## src/rtl/eei.sv

```systemverilog
// Environment-level constants shared by the membus slaves: widths, memory map
// and the ACLINT register decode helpers.
package eei;
  localparam int XLEN              = 64;
  localparam int MEMBUS_DATA_WIDTH = 64;

  typedef logic [XLEN-1:0] Addr;
  typedef logic [63:0]     UInt64;

  localparam Addr MMAP_ACLINT_BEGIN    = 64'h0000_0000_0200_0000;
  localparam Addr MMAP_ACLINT_MSIP     = MMAP_ACLINT_BEGIN + 64'h0000;
  localparam Addr MMAP_ACLINT_MTIMECMP = MMAP_ACLINT_BEGIN + 64'h4000;
  localparam Addr MMAP_ACLINT_MTIME    = MMAP_ACLINT_BEGIN + 64'h7ff8;
  localparam Addr MMAP_ACLINT_SETSSIP  = MMAP_ACLINT_BEGIN + 64'h8000;
  localparam Addr MMAP_ACLINT_END      = MMAP_ACLINT_BEGIN + 64'hffff;

  localparam UInt64 MTIMECMP_RESET = '1;

  typedef enum logic [1:0] {ACL_MSIP, ACL_MTIMECMP, ACL_MTIME, ACL_SETSSIP} AclintReg;

  typedef struct packed {
    logic     none;
    AclintReg sel;
  } AclintDecode;

  // Word index within the window; the low three address bits are don't-care.
  function automatic logic [12:0] aclint_word(Addr addr);
    return 13'((addr - MMAP_ACLINT_BEGIN) >> 3);
  endfunction

  function automatic AclintDecode aclint_decode(Addr addr);
    AclintDecode d;
    logic [12:0] w;
    w = aclint_word(addr);
    d = '{none: 1'b1, sel: ACL_MSIP};
    if (w == aclint_word(MMAP_ACLINT_MSIP))     d = '{none: 1'b0, sel: ACL_MSIP};
    if (w == aclint_word(MMAP_ACLINT_MTIMECMP)) d = '{none: 1'b0, sel: ACL_MTIMECMP};
    if (w == aclint_word(MMAP_ACLINT_MTIME))    d = '{none: 1'b0, sel: ACL_MTIME};
    if (w == aclint_word(MMAP_ACLINT_SETSSIP))  d = '{none: 1'b0, sel: ACL_SETSSIP};
    return d;
  endfunction

  function automatic UInt64 byte_merge(UInt64 old, UInt64 wdata, logic [7:0] wmask);
    UInt64 m;
    for (int i = 0; i < 8; i++) m[i*8 +: 8] = {8{wmask[i]}};
    return (old & ~m) | (wdata & m);
  endfunction
endpackage

```

## src/rtl/aclint_memory_if.sv

```systemverilog
// Membus request/response bundle between the address decoder and the ACLINT.
interface aclint_memory_if;
  import eei::*;

  logic                           valid;
  logic                           ready;
  Addr                            addr;
  logic                           wen;
  logic [MEMBUS_DATA_WIDTH-1:0]   wdata;
  logic [MEMBUS_DATA_WIDTH/8-1:0] wmask;
  logic                           rvalid;
  logic [MEMBUS_DATA_WIDTH-1:0]   rdata;

  modport master (output valid, addr, wen, wdata, wmask, input ready, rvalid, rdata);
  modport slave  (input valid, addr, wen, wdata, wmask, output ready, rvalid, rdata);
endinterface

```

## src/rtl/mtime_counter.sv

```systemverilog
// Prescaled 64-bit free-running time base with a software load port.
module mtime_counter
  import eei::*;
#(
  parameter int unsigned MTIME_DIV = 1
) (
  input  logic  i_clk,
  input  logic  i_rst_n,
  input  logic  i_load,
  input  UInt64 i_load_val,
  output UInt64 o_mtime,
  output UInt64 o_mtime_next
);
  localparam logic [15:0] PRE_LAST = 16'(MTIME_DIV - 1);

  logic [15:0] r_pre;
  UInt64       r_mtime;
  logic        w_wrap;
  UInt64       w_next;

  assign w_wrap = (r_pre == PRE_LAST);

  // A load takes priority over the tick; the prescaler keeps running regardless.
  always_comb begin
    w_next = r_mtime;
    if (i_load)      w_next = i_load_val;
    else if (w_wrap) w_next = r_mtime + 64'd1;
  end

  always_ff @(posedge i_clk or negedge i_rst_n) begin
    if (!i_rst_n) begin
      r_pre   <= '0;
      r_mtime <= '0;
    end else begin
      r_pre   <= w_wrap ? '0 : r_pre + 16'd1;
      r_mtime <= w_next;
    end
  end

  assign o_mtime      = r_mtime;
  assign o_mtime_next = w_next;
endmodule

```

## src/rtl/aclint_memory.sv

```systemverilog
// Single-hart ACLINT membus slave: MSIP, MTIMECMP, MTIME and SETSSIP registers
// with interrupt outputs to the CSR unit.
module aclint_memory
  import eei::*;
#(
  parameter int unsigned MTIME_DIV  = 1,
  parameter int          DATA_WIDTH = MEMBUS_DATA_WIDTH
) (
  input  logic         i_clk,
  input  logic         i_rst_n,
  aclint_memory_if.slave membus,
  output logic         o_msip,
  output logic         o_mtip,
  output logic         o_setssip,
  output UInt64        o_mtime
);
  logic                  r_ready;
  logic                  r_rvalid;
  logic [DATA_WIDTH-1:0] r_rdata;
  logic                  r_msip;
  UInt64                 r_mtimecmp;
  logic                  r_mtip;
  logic                  r_setssip;

  logic        w_acc;
  logic        w_wr;
  AclintDecode w_dec;
  logic        w_load;
  UInt64       w_mtime;
  UInt64       w_mtime_next;
  UInt64       w_cmp_next;
  UInt64       w_rd;

  assign w_acc  = membus.valid & r_ready;
  assign w_dec  = aclint_decode(membus.addr);
  assign w_wr   = w_acc & membus.wen & ~w_dec.none;
  // An all-zero mask writes nothing, so it must not suppress the tick.
  assign w_load = w_wr & (w_dec.sel == ACL_MTIME) & (|membus.wmask);

  assign w_cmp_next = (w_wr && w_dec.sel == ACL_MTIMECMP)
                    ? byte_merge(r_mtimecmp, membus.wdata, membus.wmask)
                    : r_mtimecmp;

  always_comb begin
    w_rd = '0;
    if (!w_dec.none) begin
      case (w_dec.sel)
        ACL_MSIP:     w_rd = {63'b0, r_msip};
        ACL_MTIMECMP: w_rd = r_mtimecmp;
        ACL_MTIME:    w_rd = w_mtime;
        default:      w_rd = '0;
      endcase
    end
  end

  mtime_counter #(.MTIME_DIV(MTIME_DIV)) u_mtime (
    .i_clk       (i_clk),
    .i_rst_n     (i_rst_n),
    .i_load      (w_load),
    .i_load_val  (byte_merge(w_mtime, membus.wdata, membus.wmask)),
    .o_mtime     (w_mtime),
    .o_mtime_next(w_mtime_next)
  );

  always_ff @(posedge i_clk or negedge i_rst_n) begin
    if (!i_rst_n) begin
      r_ready    <= 1'b0;
      r_rvalid   <= 1'b0;
      r_rdata    <= '0;
      r_msip     <= 1'b0;
      r_mtimecmp <= MTIMECMP_RESET;
      r_mtip     <= 1'b0;
      r_setssip  <= 1'b0;
    end else begin
      r_ready    <= 1'b1;
      r_rvalid   <= w_acc;
      r_rdata    <= (w_acc && !membus.wen) ? w_rd : '0;
      if (w_wr && w_dec.sel == ACL_MSIP && membus.wmask[0]) r_msip <= membus.wdata[0];
      r_mtimecmp <= w_cmp_next;
      // Compare next-state values so a write is reflected one cycle after acceptance.
      r_mtip     <= (w_mtime_next >= w_cmp_next);
      r_setssip  <= w_wr & (w_dec.sel == ACL_SETSSIP) & membus.wmask[0] & membus.wdata[0];
    end
  end

  assign membus.ready  = r_ready;
  assign membus.rvalid = r_rvalid;
  assign membus.rdata  = r_rdata;
  assign o_msip        = r_msip;
  assign o_mtip        = r_mtip;
  assign o_setssip     = r_setssip;
  assign o_mtime       = w_mtime;
endmodule

```

## src/flat_wrapper.sv

```systemverilog
// flat-port wrapper written by rule: the top's interface ports become plain ports
module aclint_memory_flat import eei::*;
#(
  parameter int unsigned MTIME_DIV  = 1,
  parameter int          DATA_WIDTH = MEMBUS_DATA_WIDTH
)
  (i_clk, i_rst_n, o_msip, o_mtip, o_setssip, o_mtime, membus_valid, membus_addr, membus_wen, membus_wdata, membus_wmask, membus_ready, membus_rvalid, membus_rdata);
  aclint_memory_if membus_i ();
  input  logic i_clk;
  input  logic i_rst_n;
  output logic o_msip;
  output logic o_mtip;
  output logic o_setssip;
  output UInt64 o_mtime;
  input wire logic [$bits(membus_i.valid)-1:0] membus_valid;
  input wire logic [$bits(membus_i.addr)-1:0] membus_addr;
  input wire logic [$bits(membus_i.wen)-1:0] membus_wen;
  input wire logic [$bits(membus_i.wdata)-1:0] membus_wdata;
  input wire logic [$bits(membus_i.wmask)-1:0] membus_wmask;
  output wire logic [$bits(membus_i.ready)-1:0] membus_ready;
  output wire logic [$bits(membus_i.rvalid)-1:0] membus_rvalid;
  output wire logic [$bits(membus_i.rdata)-1:0] membus_rdata;
  assign membus_i.valid = membus_valid;
  assign membus_i.addr = membus_addr;
  assign membus_i.wen = membus_wen;
  assign membus_i.wdata = membus_wdata;
  assign membus_i.wmask = membus_wmask;
  assign membus_ready = membus_i.ready;
  assign membus_rvalid = membus_i.rvalid;
  assign membus_rdata = membus_i.rdata;
  aclint_memory #(.MTIME_DIV(MTIME_DIV), .DATA_WIDTH(DATA_WIDTH)) u_core (.i_clk(i_clk), .i_rst_n(i_rst_n), .membus(membus_i), .o_msip(o_msip), .o_mtip(o_mtip), .o_setssip(o_setssip), .o_mtime(o_mtime));
endmodule
```

## config.mk

```make
export PLATFORM = sky130hd
export DESIGN_NAME = aclint_memory_flat
export DESIGN_NICKNAME = d
export VERILOG_FILES = /design/src/rtl/eei.sv /design/src/rtl/aclint_memory_if.sv /design/src/rtl/mtime_counter.sv /design/src/rtl/aclint_memory.sv /design/src/flat_wrapper.sv
export SDC_FILE = /design/constraint.sdc
export NUM_CORES = 1
export LEC_CHECK = 0
export CORE_UTILIZATION = 41
export DETAILED_ROUTE_END_ITERATION = 7
export PLACE_DENSITY = 0.76
export SYNTH_ARGS = -nofsm -noshare
export SYNTH_HDL_FRONTEND = slang
export SYNTH_SLANG_ARGS = --single-unit
```

## constraint.sdc

```tcl
create_clock -name i_clk -period 8.5 [get_ports i_clk]
set_input_delay 1.275 -clock i_clk [delete_from_list [all_inputs] [get_ports i_clk]]
set_output_delay 1.275 -clock i_clk [all_outputs]
set_load 0.005 [all_outputs]
```

==> flow_metrics.py <==
metrics = {
    "status": {
        "outcome": "finished clean",
    },
    "worst_setup_path": {
        "cp-start-kind": "input port",
        "regToRegSetupSlack_ns": 3.00,
        "critPathRequiredTime_ns": 8.94,
        "critPathCaptureType": "register",
        "crit_type": "input port to register",
        "crit_arrival_ns": 6.26,
        "critPathMaxFanout": 27,
    },
    "synthesis": {
        "post-synth-top-area-fraction": 0.306,
        "synth-seq-cells": 213,
        "synthTopCellsByArea": "dfrtp_1 (31%), dfstp_2 (14%), ha_1 (6.9%)",
        "synth-edff-count": 0,
        "syn_nets": 1419,
        "synth_area_um2": 12200,
        "ys.flop_type": "dfrtp_1",
        "synth.yosys.warnings": 0,
        "yosys.area.top_type": "dfrtp_1",
        "yosysSeqAreaShare": 0.445,
        "async_flop_share": 1.00,
        "synthDistinctLibCells": 64,
        "avgSynthCellArea_um2": 10.0,
        "syn_inst": 1212,
    },
    "cts": {
        "cts_setup_buffers": 0,
        "root_buffer": "clkbuf_16",
        "htreeDepth": 1,
        "cts.path.max_buffers": 3,
        "cts-hold-fix-buffers": 0,
        "cts_tree": "built",
        "cts_resized": 0,
        "cts_sinks": 213,
        "insertion_delay_ns": 0.53,
        "numCtsBuffers": 25,
        "path_clk_slew_ns": 0.06,
    },
    "detailed_routing": {
        "first_iter_violations": 875,
        "drcViolationCount": 0,
        "avgViaCountPerCell": 5.94,
        "drt_first_pass_iters": 6,
        "ant_nets": 0,
        "vias": 10800,
        "wl_per_cell_um": 20.0,
        "wirelength_mm": 36.3,
    },
    "power": {
        "power_density_nw_per_um2": 153,
        "power_switching_mw": 0.600,
        "swShare": 0.253,
        "leakage_nw": 6.56,
        "vdd_drop_max_mv": 0.129,
        "intPower_mw": 1.77,
        "pwr-share-comb": 0.106,
        "power_frac_seq": 0.452,
        "power.share.clock": 0.443,
    },
    "finish": {
        "post-route-util": 0.537,
        "fill_cells": 2492,
        "final_nets": 1616,
        "syn_to_final_growth_pct": 27.7,
        "finalNonFillerCells": 1812,
        "drive_gt1_frac": 0.142,
    },
    "floorplan": {
        "die_x_um": 174,
        "io_pins": 273,
        "die-area_um2": 30400,
        "core-area_um2": 28900,
        "die_y_um": 174,
        "start_util": 0.421,
        "rows": 62,
    },
    "global_route": {
        "track_usage": 0.234,
        "grt_max_degree": 76,
        "grt_pass1_vias": 10600,
        "antenna_found_initial": 3,
        "overflow": 0,
        "grt_pass1_wl_mm": 57.2,
    },
    "place": {
        "io_buffers": 221,
        "dp.cells": 1766,
        "dp_hpwl_mm": 26.1,
        "post-place-ws_ns": 2.35,
        "gp_congestion": 0.912,
    },
    "sta": {
        "tightestPinTransition_ns": 1.27,
        "skew_ns": 0.00960,
        "fin_ws_ns": 2.68,
        "hold_viol": 0,
        "period_minus_slack_ns": 5.82,
        "rsz0062_at_grt": "no",
        "setup_viol": 0,
        "fmax_mhz": 172,
        "timing.setup.tns_ns": 0,
        "period_share": 0.684,
        "maxSlewHeadroom": 0.146,
        "holdWs_ns": 0.468,
        "slew_violations": 0,
    },
    "min_path": {
        "hp-class": "register to register",
    },
    "run": {
        "maxCapViolCount": 0,
    },
}
worst max-delay path: stages:
cell and delay, ns:
clkdlybuf4s50_1 0.49, nand2b_1 0.30, nor4_2 0.31, buf_4 0.36, and2_1 0.70, nand2b_1 0.24
o221ai_1 0.24, a311oi_1 0.11, ha_1 0.35, nand4_1 0.22, nor4_1 0.99, nand4_1 0.25
o211ai_1 0.22, a21oi_1 0.06, o31ai_1 0.11
routing by layer:
layer,up-vias,wire [um],GRT usage
li1,4990,-,-
met5,-,8,0
met3,57,2520,0.0402
met1,5296,15800,0.316
met2,419,17000,0.382
met4,2,908,0.0698
cells in the mapped netlist (9+ instances only):
cell / instances
clkbuf_1: 49
nor3_1: 30
dfrtp_1: 149
mux2i_1: 70
a211oi_1: 14
a21oi_1: 58
dfstp_2: 64
nand3_1: 53
inv_1: 13
o21ai_0: 24
nor4_1: 25
and3_1: 26
or4_1: 12
ha_1: 67
mux2_2: 66
nor2_1: 125
nand2_1: 82
or3_1: 12
and2_1: 9
xnor2_1: 10
a21o_1: 9
a22oi_1: 66
o21a_1: 11
nand4_1: 39
state kept, by name, summed over array words and instances (netlist names):
signal                  count
u_core.o_msip               1
u_core.membus.rdata        64
u_core.u_mtime.r_pre       16
u_core.o_mtip               1
u_core.o_setssip            1
u_core.u_mtime.o_mtime     64
u_core.membus.ready         1
u_core.r_mtimecmp          64
u_core.membus.rvalid        1
cell type report:
type / count / area (um2) / share of cell area
antenna: 2 / 5.00 / 0.000322
clock buffer: 40 / 772 / 0.0497
clock inverter: 4 / 32.5 / 0.00209
inverter: 13 / 48.8 / 0.00314
multi-input combinational: 924 / 6490 / 0.418
sequential: 213 / 5410 / 0.348
tap: 384 / 480 / 0.0309
timing repair buffer: 232 / 2300 / 0.148
placed cells by master, fill, tap and decap left out, types with 26 or more instances in the layout:
| cell | instances |
|---|---|
| a22oi_1 | 66 |
| a21oi_1 | 58 |
| nor2_1 | 124 |
| nor3_1 | 30 |
| nand2_1 | 82 |
| ha_1 | 67 |
| dfstp_2 | 64 |
| nand3_1 | 52 |
| and3_1 | 26 |
| clkdlybuf4s50_1 | 220 |
| dfrtp_1 | 149 |
| mux2i_1 | 70 |
| mux2_2 | 66 |
| nand4_1 | 39 |
stage by stage:
step	power, mW	area (um2)
5_1_grt	2.46	15500
2_1_floorplan	1.17	12200
6_report	2.37	15500
3_5_place_dp	1.34	14700
3_3_place_gp	1.33	14700
4_1_cts	2.38	15500
power groups by stage:
stage                     Clock (mW)  Combinational (mW)  Sequential, mW
after detailed placement           0               0.248            1.09
after floorplan                    0              0.0977            1.08
final                           1.05               0.251            1.07
after global placement             0               0.244            1.09
after global routing            1.11               0.274            1.08
after CTS                       1.06               0.249            1.07
final timing paths:
kind / startpoint / to / depth (start not counted)
worst max-delay path: membus_addr[15] / u_core.o_mtip$_DFF_PN0_ / 15
worst min-delay path: u_core.u_mtime.r_pre[15]$_DFF_PN0_ / u_core.u_mtime.r_pre[15]$_DFF_PN0_ / 1
worst max register to register: u_core.u_mtime.r_pre[10]$_DFF_PN0_ / u_core.o_mtip$_DFF_PN0_ / 13
worst min register to register: u_core.u_mtime.r_pre[15]$_DFF_PN0_ / u_core.u_mtime.r_pre[15]$_DFF_PN0_ / 1
max in group asynchronous: i_rst_n / u_core.membus.rdata[13]$_DFF_PN0_ / 2
min in group asynchronous: i_rst_n / u_core.membus.rdata[48]$_DFF_PN0_ / 1
kinds of logic after synthesis:
family,Yosys count,synth area share
AO/OA/AOI/OAI,259,0.149
XOR/XNOR,15,0.0108
adder cells (fa/ha/maj),67,0.0689
buffers and inverters,75,0.0241
flip-flops,213,0.445
multiplexers,136,0.119
other,1,0.000308
AND/OR/NAND/NOR,446,0.184
Power figures use the tool's default switching activity.
